<file path="config.mk">
export PLATFORM = sky130hd
export DESIGN_NAME = train_scheduler_flat
export DESIGN_NICKNAME = d
export VERILOG_FILES = /design/src/rtl/train_scheduler_pkg.sv /design/src/rtl/train_scheduler_if.sv /design/src/rtl/train_scheduler_gap_timer.sv /design/src/rtl/train_scheduler.sv /design/src/flat_wrapper.sv
export SDC_FILE = /design/constraint.sdc
export NUM_CORES = 1
export LEC_CHECK = 0
export ABC_CLOCK_PERIOD_IN_PS = 10000
export CAP_MARGIN = 20
export CORE_MARGIN = 3
export CORE_UTILIZATION = 45
export CTS_BUF_LIST = sky130_fd_sc_hd__clkbuf_2
export DETAILED_ROUTE_END_ITERATION = 12
export PLACE_DENSITY = 0.76
export SLEW_MARGIN = 20
export SYNTH_ARGS = -nofsm -noshare
export SYNTH_HDL_FRONTEND = slang
export SYNTH_SLANG_ARGS = --single-unit
</file>
<file path="constraint.sdc">
create_clock -name axi_aclk -period 10 [get_ports axi_aclk]
set_clock_uncertainty 0.15 [all_clocks]
set_input_delay 1.5 -clock axi_aclk [delete_from_list [all_inputs] [get_ports axi_aclk]]
set_output_delay 1.5 -clock axi_aclk [all_outputs]
set_load 0.01 [all_outputs]
</file>
<file path="src/rtl/train_scheduler_pkg.sv">
// Shared definitions for the packet-train scheduler and the register map that
// exposes its state: state encodings and default counter/gap widths.
package train_sched_defs;

    localparam int CNT_WIDTH_DFLT = 32;
    localparam int GAP_WIDTH_DFLT = 32;

    localparam logic [2:0] IDLE      = 3'd0;
    localparam logic [2:0] REQ       = 3'd1;
    localparam logic [2:0] PKT_GAP   = 3'd2;
    localparam logic [2:0] TRAIN_GAP = 3'd3;
    localparam logic [2:0] DONE      = 3'd4;

    typedef enum logic [2:0] {
        ST_IDLE      = IDLE,
        ST_REQ       = REQ,
        ST_PKT_GAP   = PKT_GAP,
        ST_TRAIN_GAP = TRAIN_GAP,
        ST_DONE      = DONE
    } state_e;

endpackage

</file>
<file path="src/rtl/train_scheduler_if.sv">
// Control/status bundle between the register file, the packet generator and
// the train scheduler.
interface train_scheduler_if
    import train_sched_defs::*;
#(
    parameter int CNT_WIDTH = CNT_WIDTH_DFLT,
    parameter int GAP_WIDTH = GAP_WIDTH_DFLT
);
    logic                 start;
    logic                 abort;
    logic [CNT_WIDTH-1:0] train_len;
    logic [CNT_WIDTH-1:0] num_trains;
    logic [GAP_WIDTH-1:0] pkt_gap;
    logic [GAP_WIDTH-1:0] train_gap;
    logic                 gen_req;
    logic                 gen_ack;
    logic                 busy;
    logic                 done;
    logic [CNT_WIDTH-1:0] pkts_sent;
    logic [CNT_WIDTH-1:0] trains_sent;
    logic [2:0]           state_o;

    modport master (
        output start, abort, train_len, num_trains, pkt_gap, train_gap, gen_ack,
        input  gen_req, busy, done, pkts_sent, trains_sent, state_o
    );

    modport slave (
        input  start, abort, train_len, num_trains, pkt_gap, train_gap, gen_ack,
        output gen_req, busy, done, pkts_sent, trains_sent, state_o
    );

endinterface

</file>
<file path="src/rtl/train_scheduler_gap_timer.sv">
// Loadable down-counter timing the idle cycles between packets/trains.
// o_expire marks the last gap cycle; o_skip flags a zero gap (no gap state).
module gap_timer #(
    parameter int GAP_WIDTH = 32
) (
    input  logic                 clk,
    input  logic                 rst,
    input  logic                 i_load,
    input  logic [GAP_WIDTH-1:0] i_value,
    output logic                 o_skip,
    output logic                 o_expire
);

    logic [GAP_WIDTH-1:0] r_count;

    // NOTE: sequential state uses non-blocking assignments so every register
    // samples its inputs from the same pre-edge values.
    always_ff @(posedge clk or posedge rst) begin
        if (rst) begin
            r_count <= '0;
        end else if (i_load) begin
            r_count <= i_value;
        end else if (r_count != '0) begin
            r_count <= r_count - 1'b1;
        end
    end

    assign o_skip   = (i_value == '0);
    assign o_expire = (r_count == GAP_WIDTH'(1));

endmodule

</file>
<file path="src/rtl/train_scheduler.sv">
// Packet-train sequencer: issues num_trains x train_len generator requests
// with pkt_gap / train_gap idle cycles, and reports progress counters.
module train_scheduler
    import train_sched_defs::*;
#(
    parameter int CNT_WIDTH = CNT_WIDTH_DFLT,
    parameter int GAP_WIDTH = GAP_WIDTH_DFLT
) (
    input  logic             axi_aclk,
    input  logic             reset,
    train_scheduler_if.slave bus
);

    state_e               r_state;
    state_e               w_next;
    logic [CNT_WIDTH-1:0] r_len;
    logic [CNT_WIDTH-1:0] r_ntrains;
    logic [GAP_WIDTH-1:0] r_pkt_gap;
    logic [GAP_WIDTH-1:0] r_train_gap;
    logic [CNT_WIDTH-1:0] r_idx;
    logic [CNT_WIDTH-1:0] r_pkts;
    logic [CNT_WIDTH-1:0] r_trains;
    logic                 r_acked;

    logic                 w_cfg_empty;
    logic                 w_last_pkt;
    logic                 w_run_end;
    logic [GAP_WIDTH-1:0] w_gap_value;
    logic                 w_gap_skip;
    logic                 w_gap_expire;
    logic                 w_gap_load;
    logic                 w_accept;
    logic                 w_gen_req;
    logic                 w_busy;
    logic                 w_done;

    assign w_cfg_empty = (bus.train_len == '0) || (bus.num_trains == '0);
    assign w_last_pkt  = ((r_idx + 1'b1) == r_len);
    assign w_run_end   = w_last_pkt && ((r_trains + 1'b1) == r_ntrains);
    assign w_gap_value = w_last_pkt ? r_train_gap : r_pkt_gap;

    gap_timer #(.GAP_WIDTH(GAP_WIDTH)) u_gap_timer (
        .clk      (axi_aclk),
        .rst      (reset),
        .i_load   (w_gap_load),
        .i_value  (w_gap_value),
        .o_skip   (w_gap_skip),
        .o_expire (w_gap_expire)
    );

    always_ff @(posedge axi_aclk or posedge reset) begin
        if (reset) begin
            r_state <= ST_IDLE;
        end else begin
            r_state <= w_next;
        end
    end

    // NOTE: every signal driven here gets a default first, so no path through
    // the case can leave one unassigned and infer a latch.
    always_comb begin
        w_next     = r_state;
        w_gen_req  = 1'b0;
        w_accept   = 1'b0;
        w_gap_load = 1'b0;
        w_busy     = (r_state != ST_IDLE);
        w_done     = 1'b0;
        case (r_state)
            ST_IDLE: begin
                if (bus.start) begin
                    if (w_cfg_empty) w_next = ST_DONE;
                    else             w_next = ST_REQ;
                end
            end
            ST_REQ: begin
                // Request is masked for one cycle after each ack: 2-cycle minimum period.
                w_gen_req = !r_acked;
                if (bus.abort) begin
                    w_next = ST_IDLE;
                end else if (w_gen_req && bus.gen_ack) begin
                    w_accept = 1'b1;
                    if (w_run_end) begin
                        w_next = ST_DONE;
                    end else if (w_gap_skip) begin
                        w_next = ST_REQ;
                    end else begin
                        w_gap_load = 1'b1;
                        if (w_last_pkt) w_next = ST_TRAIN_GAP;
                        else            w_next = ST_PKT_GAP;
                    end
                end
            end
            ST_PKT_GAP, ST_TRAIN_GAP: begin
                if (bus.abort)         w_next = ST_IDLE;
                else if (w_gap_expire) w_next = ST_REQ;
            end
            ST_DONE: begin
                w_done = 1'b1;
                w_next = ST_IDLE;
            end
            default: w_next = ST_IDLE;
        endcase
    end

    // NOTE: shadow config registers are reset too, so nothing downstream ever
    // sees X after reset even though they are rewritten on every start.
    always_ff @(posedge axi_aclk or posedge reset) begin
        if (reset) begin
            r_len       <= '0;
            r_ntrains   <= '0;
            r_pkt_gap   <= '0;
            r_train_gap <= '0;
            r_idx       <= '0;
            r_pkts      <= '0;
            r_trains    <= '0;
            r_acked     <= 1'b0;
        end else begin
            r_acked <= w_accept;
            if (r_state == ST_IDLE && bus.start) begin
                r_len       <= bus.train_len;
                r_ntrains   <= bus.num_trains;
                r_pkt_gap   <= bus.pkt_gap;
                r_train_gap <= bus.train_gap;
                r_idx       <= '0;
                r_pkts      <= '0;
                r_trains    <= '0;
            end else if (w_accept) begin
                r_pkts <= r_pkts + 1'b1;
                if (w_last_pkt) begin
                    r_idx    <= '0;
                    r_trains <= r_trains + 1'b1;
                end else begin
                    r_idx <= r_idx + 1'b1;
                end
            end
        end
    end

    assign bus.gen_req     = w_gen_req;
    assign bus.busy        = w_busy;
    assign bus.done        = w_done;
    assign bus.pkts_sent   = r_pkts;
    assign bus.trains_sent = r_trains;
    assign bus.state_o     = r_state;

endmodule
</file>
<file path="src/flat_wrapper.sv">
// flat-port wrapper written by rule: the top's interface ports become plain ports
module train_scheduler_flat import train_sched_defs::*;
#(
    parameter int CNT_WIDTH = CNT_WIDTH_DFLT,
    parameter int GAP_WIDTH = GAP_WIDTH_DFLT
)
  (axi_aclk, reset, bus_start, bus_abort, bus_train_len, bus_num_trains, bus_pkt_gap, bus_train_gap, bus_gen_ack, bus_gen_req, bus_busy, bus_done, bus_pkts_sent, bus_trains_sent, bus_state_o);
  train_scheduler_if #(.CNT_WIDTH(CNT_WIDTH), .GAP_WIDTH(GAP_WIDTH)) bus_i ();
  input  logic axi_aclk;
  input  logic reset;
  input wire logic [$bits(bus_i.start)-1:0] bus_start;
  input wire logic [$bits(bus_i.abort)-1:0] bus_abort;
  input wire logic [$bits(bus_i.train_len)-1:0] bus_train_len;
  input wire logic [$bits(bus_i.num_trains)-1:0] bus_num_trains;
  input wire logic [$bits(bus_i.pkt_gap)-1:0] bus_pkt_gap;
  input wire logic [$bits(bus_i.train_gap)-1:0] bus_train_gap;
  input wire logic [$bits(bus_i.gen_ack)-1:0] bus_gen_ack;
  output wire logic [$bits(bus_i.gen_req)-1:0] bus_gen_req;
  output wire logic [$bits(bus_i.busy)-1:0] bus_busy;
  output wire logic [$bits(bus_i.done)-1:0] bus_done;
  output wire logic [$bits(bus_i.pkts_sent)-1:0] bus_pkts_sent;
  output wire logic [$bits(bus_i.trains_sent)-1:0] bus_trains_sent;
  output wire logic [$bits(bus_i.state_o)-1:0] bus_state_o;
  assign bus_i.start = bus_start;
  assign bus_i.abort = bus_abort;
  assign bus_i.train_len = bus_train_len;
  assign bus_i.num_trains = bus_num_trains;
  assign bus_i.pkt_gap = bus_pkt_gap;
  assign bus_i.train_gap = bus_train_gap;
  assign bus_i.gen_ack = bus_gen_ack;
  assign bus_gen_req = bus_i.gen_req;
  assign bus_busy = bus_i.busy;
  assign bus_done = bus_i.done;
  assign bus_pkts_sent = bus_i.pkts_sent;
  assign bus_trains_sent = bus_i.trains_sent;
  assign bus_state_o = bus_i.state_o;
  train_scheduler #(.CNT_WIDTH(CNT_WIDTH), .GAP_WIDTH(GAP_WIDTH)) u_core (.axi_aclk(axi_aclk), .reset(reset), .bus(bus_i));
endmodule
</file>
Yosys cells after proc, flatten, opt, wreduce, memory -nomap -nowiden
Index checks and enable logic that the tools add are counted.
{"block": "op_classes", "add_sub_neg": 4, "n_eq_ne": 10, "mux": 31, "reduce_logical": 17}
{"operator": "32-bit two-way mux", "count": 11}
{"operator": "32-bit by 1-bit adder with 32-bit output (second input constant)", "count": 3}
{"operator": "32-bit zero test", "count": 3}
{"operator": "32-bit == test", "count": 2}
{"operator": "32-bit by 1-bit == test with 1-bit output (second input constant)", "count": 1}
{"operator": "32-bit nonzero test", "count": 1}
{"operator": "32-bit by 1-bit subtractor with 32-bit output (second input constant)", "count": 1}
{"operator": "3-bit two-way mux", "count": 8}
{"operator": "1-bit two-way mux", "count": 11}
{"operator": "3-bit one-hot mux with 3 select lines", "count": 1}
{"operator": "3-bit by 2-bit == test with 1-bit output (second input constant)", "count": 2}
{"operator": "2-bit nonzero test", "count": 3}
{"operator": "3-bit by 1-bit == test with 1-bit output (second input constant)", "count": 1}
{"operator": "3-bit == test (second input constant)", "count": 1}
{"operator": "1-bit logical AND", "count": 3}
{"operator": "3-bit zero test", "count": 1}
{"operator": "3-bit by 2-bit inequality test with 1-bit output (second input constant)", "count": 1}
{"operator": "3-bit inequality test (second input constant)", "count": 1}
{"operator": "3-bit AND reduction", "count": 1}
{"operator": "3-bit nonzero test", "count": 1}
{"operator": "2-bit inequality test (second input constant)", "count": 1}
{"operator": "2-bit AND reduction", "count": 1}
{"operator": "2-bit OR reduction", "count": 1}
{"operator": "1-bit zero test", "count": 1}
{"operator": "1-bit logical OR", "count": 1}
{"block": "totals", "ff_bits": 260, "in_bits": 133, "out_inout_bits": 70}

Longest topological paths before layout
{"block": "depth", "word_depth": 10, "depth_mapped": 15}

Cells and area by module
A second synthesis with hierarchy kept.
{"block": "hier_totals", "hier_cells": 1735, "hier_area_um2": 14503.9}
{"module": "train_scheduler", "instances": 1, "cells_each": 1530, "area_each_um2": 12512.0, "seq_area_each_um2": 5705.5}
{"module": "gap_timer", "instances": 1, "cells_each": 205, "area_each_um2": 1991.9, "seq_area_each_um2": 800.8}

Worst setup path after synthesis
OpenSTA, ideal clock, no wires.
{"block": "synth_timing", "kind": "input port to flip-flop", "start": "in bus_abort", "end": "reg u_core.r_pkts[29], in the netlist u_core.bus.pkts_sent[29]", "setup_ns": 0.132, "t_arrival_ns": 3.571, "t_required_ns": 9.718, "path_slack_ns": 6.147, "stages": 10, "n_path_buf": 0, "path_cell_list": "nor4b_1 > nand2_1 > inv_1 > nand3_1 > nor3_1 > nand2_1 > nor2_1 > nand3_1 > xor2_1 > nor2_1"}
{"block": "synth_via", "elab_chain_len": 3}
{"element": "start: declaration", "line_no": "flat_wrapper.sv:12", "text": "input wire logic [$bits(bus_i.abort)-1:0] bus_abort;"}
{"element": "1-bit two-way mux", "line_no": "train_scheduler.sv:78", "text": "if (bus.abort) begin"}
{"element": "1-bit two-way mux", "line_no": "train_scheduler.sv:68", "text": "case (r_state)"}
{"element": "2-bit nonzero test (no source line)"}
{"element": "end signal: assignment", "line_no": "train_scheduler.sv:128", "text": "r_pkts <= r_pkts + 1'b1;"}
{"element": "end: declaration", "line_no": "train_scheduler.sv:21", "text": "logic [CNT_WIDTH-1:0] r_pkts;"}
No other way between the ends.
A chain may end at the register's enable or synchronous reset.

Final worst setup path
{"block": "layout_timing", "start": "reg u_core.r_idx[0]", "end": "reg u_core.u_gap_timer.r_count[1]"}
{"block": "layout_via", "elab_chain_len": 10, "word_cells_on_any_way": 12, "classes_between": "add/sub: 1; eq/ne: 1; mux: 7; reduce/logical: 3"}
{"element": "start: declaration", "line_no": "train_scheduler.sv:20", "text": "logic [CNT_WIDTH-1:0] r_idx;"}
{"element": "start signal: assignment", "line_no": "train_scheduler.sv:133", "text": "r_idx <= r_idx + 1'b1;"}
{"element": "32-bit by 1-bit adder with 32-bit output *", "line_no": "train_scheduler.sv:38", "text": "assign w_last_pkt = ((r_idx + 1'b1) == r_len);"}
{"element": "32-bit == test *", "line_no": "train_scheduler.sv:38"}
{"element": "32-bit two-way mux", "line_no": "train_scheduler.sv:40", "text": "assign w_gap_value = w_last_pkt ? r_train_gap : r_pkt_gap;"}
{"element": "32-bit zero test", "line_no": "train_scheduler_gap_timer.sv:28", "text": "assign o_skip = (i_value == '0);"}
{"element": "1-bit two-way mux", "line_no": "train_scheduler.sv:84", "text": "end else if (w_gap_skip) begin"}
{"element": "1-bit two-way mux", "line_no": "train_scheduler.sv:82", "text": "if (w_run_end) begin"}
{"element": "1-bit two-way mux", "line_no": "train_scheduler.sv:80", "text": "end else if (w_gen_req && bus.gen_ack) begin"}
{"element": "1-bit two-way mux", "line_no": "train_scheduler.sv:78"}
{"element": "1-bit two-way mux", "line_no": "train_scheduler.sv:68"}
{"element": "32-bit two-way mux or 2-bit nonzero test (tied branches)"}
{"element": "end signal: assignment", "line_no": "train_scheduler_gap_timer.sv:22", "text": "r_count <= i_value;"}
{"element": "end signal: assignment", "line_no": "train_scheduler_gap_timer.sv:24", "text": "r_count <= r_count - 1'b1;"}
{"element": "end: declaration", "line_no": "train_scheduler_gap_timer.sv:14", "text": "logic [GAP_WIDTH-1:0] r_count;"}
Every way passes the cells marked *; elsewhere a longest branch is shown, timed or not.

==> out/results.tsv <==
metric	value	unit
status	finished, final reports clean	
Sum Neg Setup Slack	0	ns
register-to-register setup slack	4.90	ns
drt total wl	42.4	mm
unrepaired setup endpoints after global routing	false	
Compound-Gate Fraction of Synth Area	9.76	%
Post-Synth XOR/XNOR Area	7.75	%
Die Footprint	35000	µm²
worst setup margin	4.90	ns
peak supply drop	0.102	mV
Final min period	5.10	ns
Max clock buf depth	3	
worst r2r src	u_core.r_idx[0]	
multiplexer share of the synthesized area	4.05	%
kind of critical path	reg2reg	
worst path arrival time	5.69	ns
critical path fanouts, max	27	
fillers	2927	
Total Routing Usage GR	23.4	%
Port Buffers	202	
actual slew at the worst max-slew pin	0.974	ns
first-pass GRT wire length	67.7	mm
CTS resizes	0	
fin area	17700	µm²
# clock sinks	260	
#FFs+latches synth	260	
Hold EP	u_core.r_len[2]	
# Post-CTS Setup Buffers	0	
Post-DRT Antenna Nets	0	
area of the multi-input gates	7780	µm²
First-pass DRT Iterations	5	
DRC violation count after routing	0	
Mapped Area	14800	µm²
io pins	203	
crit path launch type	flip-flop	
FF-to-FF End	u_core.u_gap_timer.r_count[1]	
pre-CTS WS	4.27	ns
largest net degree at the start of global routing	113	
Max-Cap Viols	0	
H-tree Lvls	3	
die boundary height	187	µm
register area share after synthesis	44.0	%
floorplan core area	32000	µm²
largest family of logic cells by synthesized area	simple AND/OR/NAND/NOR gates	
gpl congestion	0.926	
Non-Filler Instances	2396	
Final Power	3.66	mW
Core Rows	65	
DR vias	13700	
Worst EP required	10.59	ns
Avg Cell Area, Syn	8.59	µm²
Nets	2046	
fin crit share	51.0	%
via density per instance	5.73	
DPL Wire Length	30.3	mm
CTS Root Buffer Type	clkbuf_2	
CTS tree	done	
DRT iter0 DRCs	989	
synthesized net count	1859	
Avg WL per Cell	17.7	µm
fin. max-slew vios	0	
placed cell area	17000	µm²
Lkg Pwr	8.05	nW
register area	6510	µm²
Slew Limit Headroom	34.9	%
hold path cells	2	
Hold Path Origin	u_core.r_len[2]	
PD cells	207	nW/µm²
CTS Buf Count	72	
post-synth cell types	75	
warning count from the yosys run	0	
asr flop ratio synth	100	%
simple-gate share of the synthesized area	30.5	%
Fmax	196	MHz
initial antenna violation count	1	
clock latency on the worst-skew pair	0.86	ns
clock-pin slew on the worst setup and hold paths	0.09	ns
Syn Inst Count	1721	
area grow syn2layout	19.6	%
share of layout cells above drive strength 1	8.12	%
Overflow after GRT	0	
Worst setup EP type	flip-flop	
predominant post-synthesis flop cell	dfrtp_1	
placed insts	2269	
number of enable flip-flop cells after synthesis	0	
die width	187	µm
Hold/Removal Path Class	reg2reg	
Post-Synth Adder-Cell Area	0.423	%
Register-to-Register Path Depth	12	
Starting Density	46.2	%
vias in the first global route	13000	
final setup violation count	0	
# hold bufs at CTS	0	
final hold vios	0	
==> layout make-up <==
class                      count  area share, %
multi-input combinational   1342           44.0
sequential                   260           36.8
timing repair buffer         213           12.0
tap                          435           3.08
clock buffer                 107           3.03
clock inverter                18          0.538
inverter                      19          0.446
antenna                        2         0.0283
==> per-stage QoR <==
step,hold WS [ns],utilization [%]
2_1_floorplan,0.297,-
3_3_place_gp,0.323,53.2
3_5_place_dp,0.320,53.3
4_1_cts,0.342,55.3
5_1_grt,0.377,55.3
6_report,0.335,55.3
==> cell usage after synthesis, types with 6 or more instances <==
cell	number	area share [%]
or2_2	6	0.25
nor2b_1	9	0.38
or4_1	19	0.97
nor4_1	65	2.8
o22a_1	6	0.36
o31ai_1	8	0.41
inv_1	19	0.48
nor3b_1	6	0.30
xor2_1	70	4.1
dfrtp_1	260	44
nor4b_1	7	0.41
and3_1	31	1.3
nand2_1	495	13
o21ai_0	41	1.4
a21o_1	13	0.66
clkbuf_1	69	1.8
o211ai_1	15	0.76
buf_2	19	0.64
and4_1	13	0.77
a31oi_1	28	1.2
or3_1	23	0.97
nand3_1	53	1.8
nand4_1	48	2.0
xnor2_1	58	3.4
a21oi_1	47	1.6
nor2_1	88	2.2
nor3_1	36	1.2
mux2i_1	53	3.6
nand2b_1	6	0.25
and2_1	6	0.25
==> flip-flops by register name, summed over array words and instances, names as in the netlist <==
name	count
u_core.bus.pkts_sent	32
u_core.r_idx	32
u_core.r_train_gap	32
u_core.r_acked	1
u_core.r_ntrains	32
u_core.u_gap_timer.r_count	32
u_core.r_pkt_gap	32
u_core.r_len	32
u_core.bus.trains_sent	32
u_core.bus.state_o	3
==> where the power goes <==
part | leakage, nW | switching (mW) | internal (mW)
Combinational | 4.18 | 0.681 | 0.517
Clock | 0.493 | 0.456 | 0.308
Sequential | 3.37 | 0.326 | 1.37
==> worst max path at each step <==
stage	slack, ns	startpoint	to	cells past startpoint
final	4.90	u_core.r_idx[0]	u_core.u_gap_timer.r_count[1]	12
after global routing	4.68	u_core.r_idx[0]	u_core.u_gap_timer.r_count[1]	12
after global placement	4.46	bus_abort	u_core.bus.pkts_sent[31]	12
after CTS	5.04	u_core.r_idx[0]	u_core.u_gap_timer.r_count[1]	12
after floorplan	1.19	reset	u_core.bus.pkts_sent[0]	1
after detailed placement	4.27	bus_abort	u_core.bus.pkts_sent[29]	12
==> cell families (layout without fill, tap and decap cells) <==
family | count (synthesis) | count (layout)
simple gates | 934 | 934
mux | 59 | 59
compound gates | 215 | 215
buf+inv | 119 | 357
flops | 260 | 260
other cells | 0 | 2
fa+ha+maj | 5 | 5
xor+xnor | 129 | 129
==> routing by layer <==
| metal | track usage (%) | share of wire, % | vias to the layer above |
|---|---|---|---|
| li1 | - | - | 6468 |
| met1 | 30.6 | 43 | 6664 |
| met2 | 39.0 | 48 | 490 |
| met3 | 3.80 | 5.5 | 107 |
| met4 | 9.48 | 3.5 | 0 |
| met5 | 0 | 0 | - |
==> placed cells by master, fill, tap and decap left out, drive strengths merged, types with 7 or more instances in the layout <==
cell type      instances
buf                   11
or4                   21
inv                   21
and3                  31
a21o                  13
a21oi                 47
o21ai                 41
dfrtp                260
xor2                  70
nand2                495
nor2                  88
nor3                  38
nor4b                  8
a31oi                 28
or2                    7
nor2b                  9
clkinv                15
clkbuf               107
nand3                 53
nand4                 52
mux2i                 53
o211ai                15
nor4                  69
clkdlybuf4s50        202
and4                  13
o31ai                  8
xnor2                 58
or3                   23
==> critical path, cell delays in order (launching register included) <==
cell and delay [ns]:
dfrtp_1 0.45, ha_1 0.31, nand3_1 0.46, nor4_4 0.85, a21oi_1 0.14, nor3b_1 0.47, nand3_1 0.15, or4_4 0.49
nor3_4 0.12, buf_4 0.45, a31oi_4 0.36, buf_16 0.28, a221o_1 0.33
Note: power is estimated with default switching activity, not from simulation.
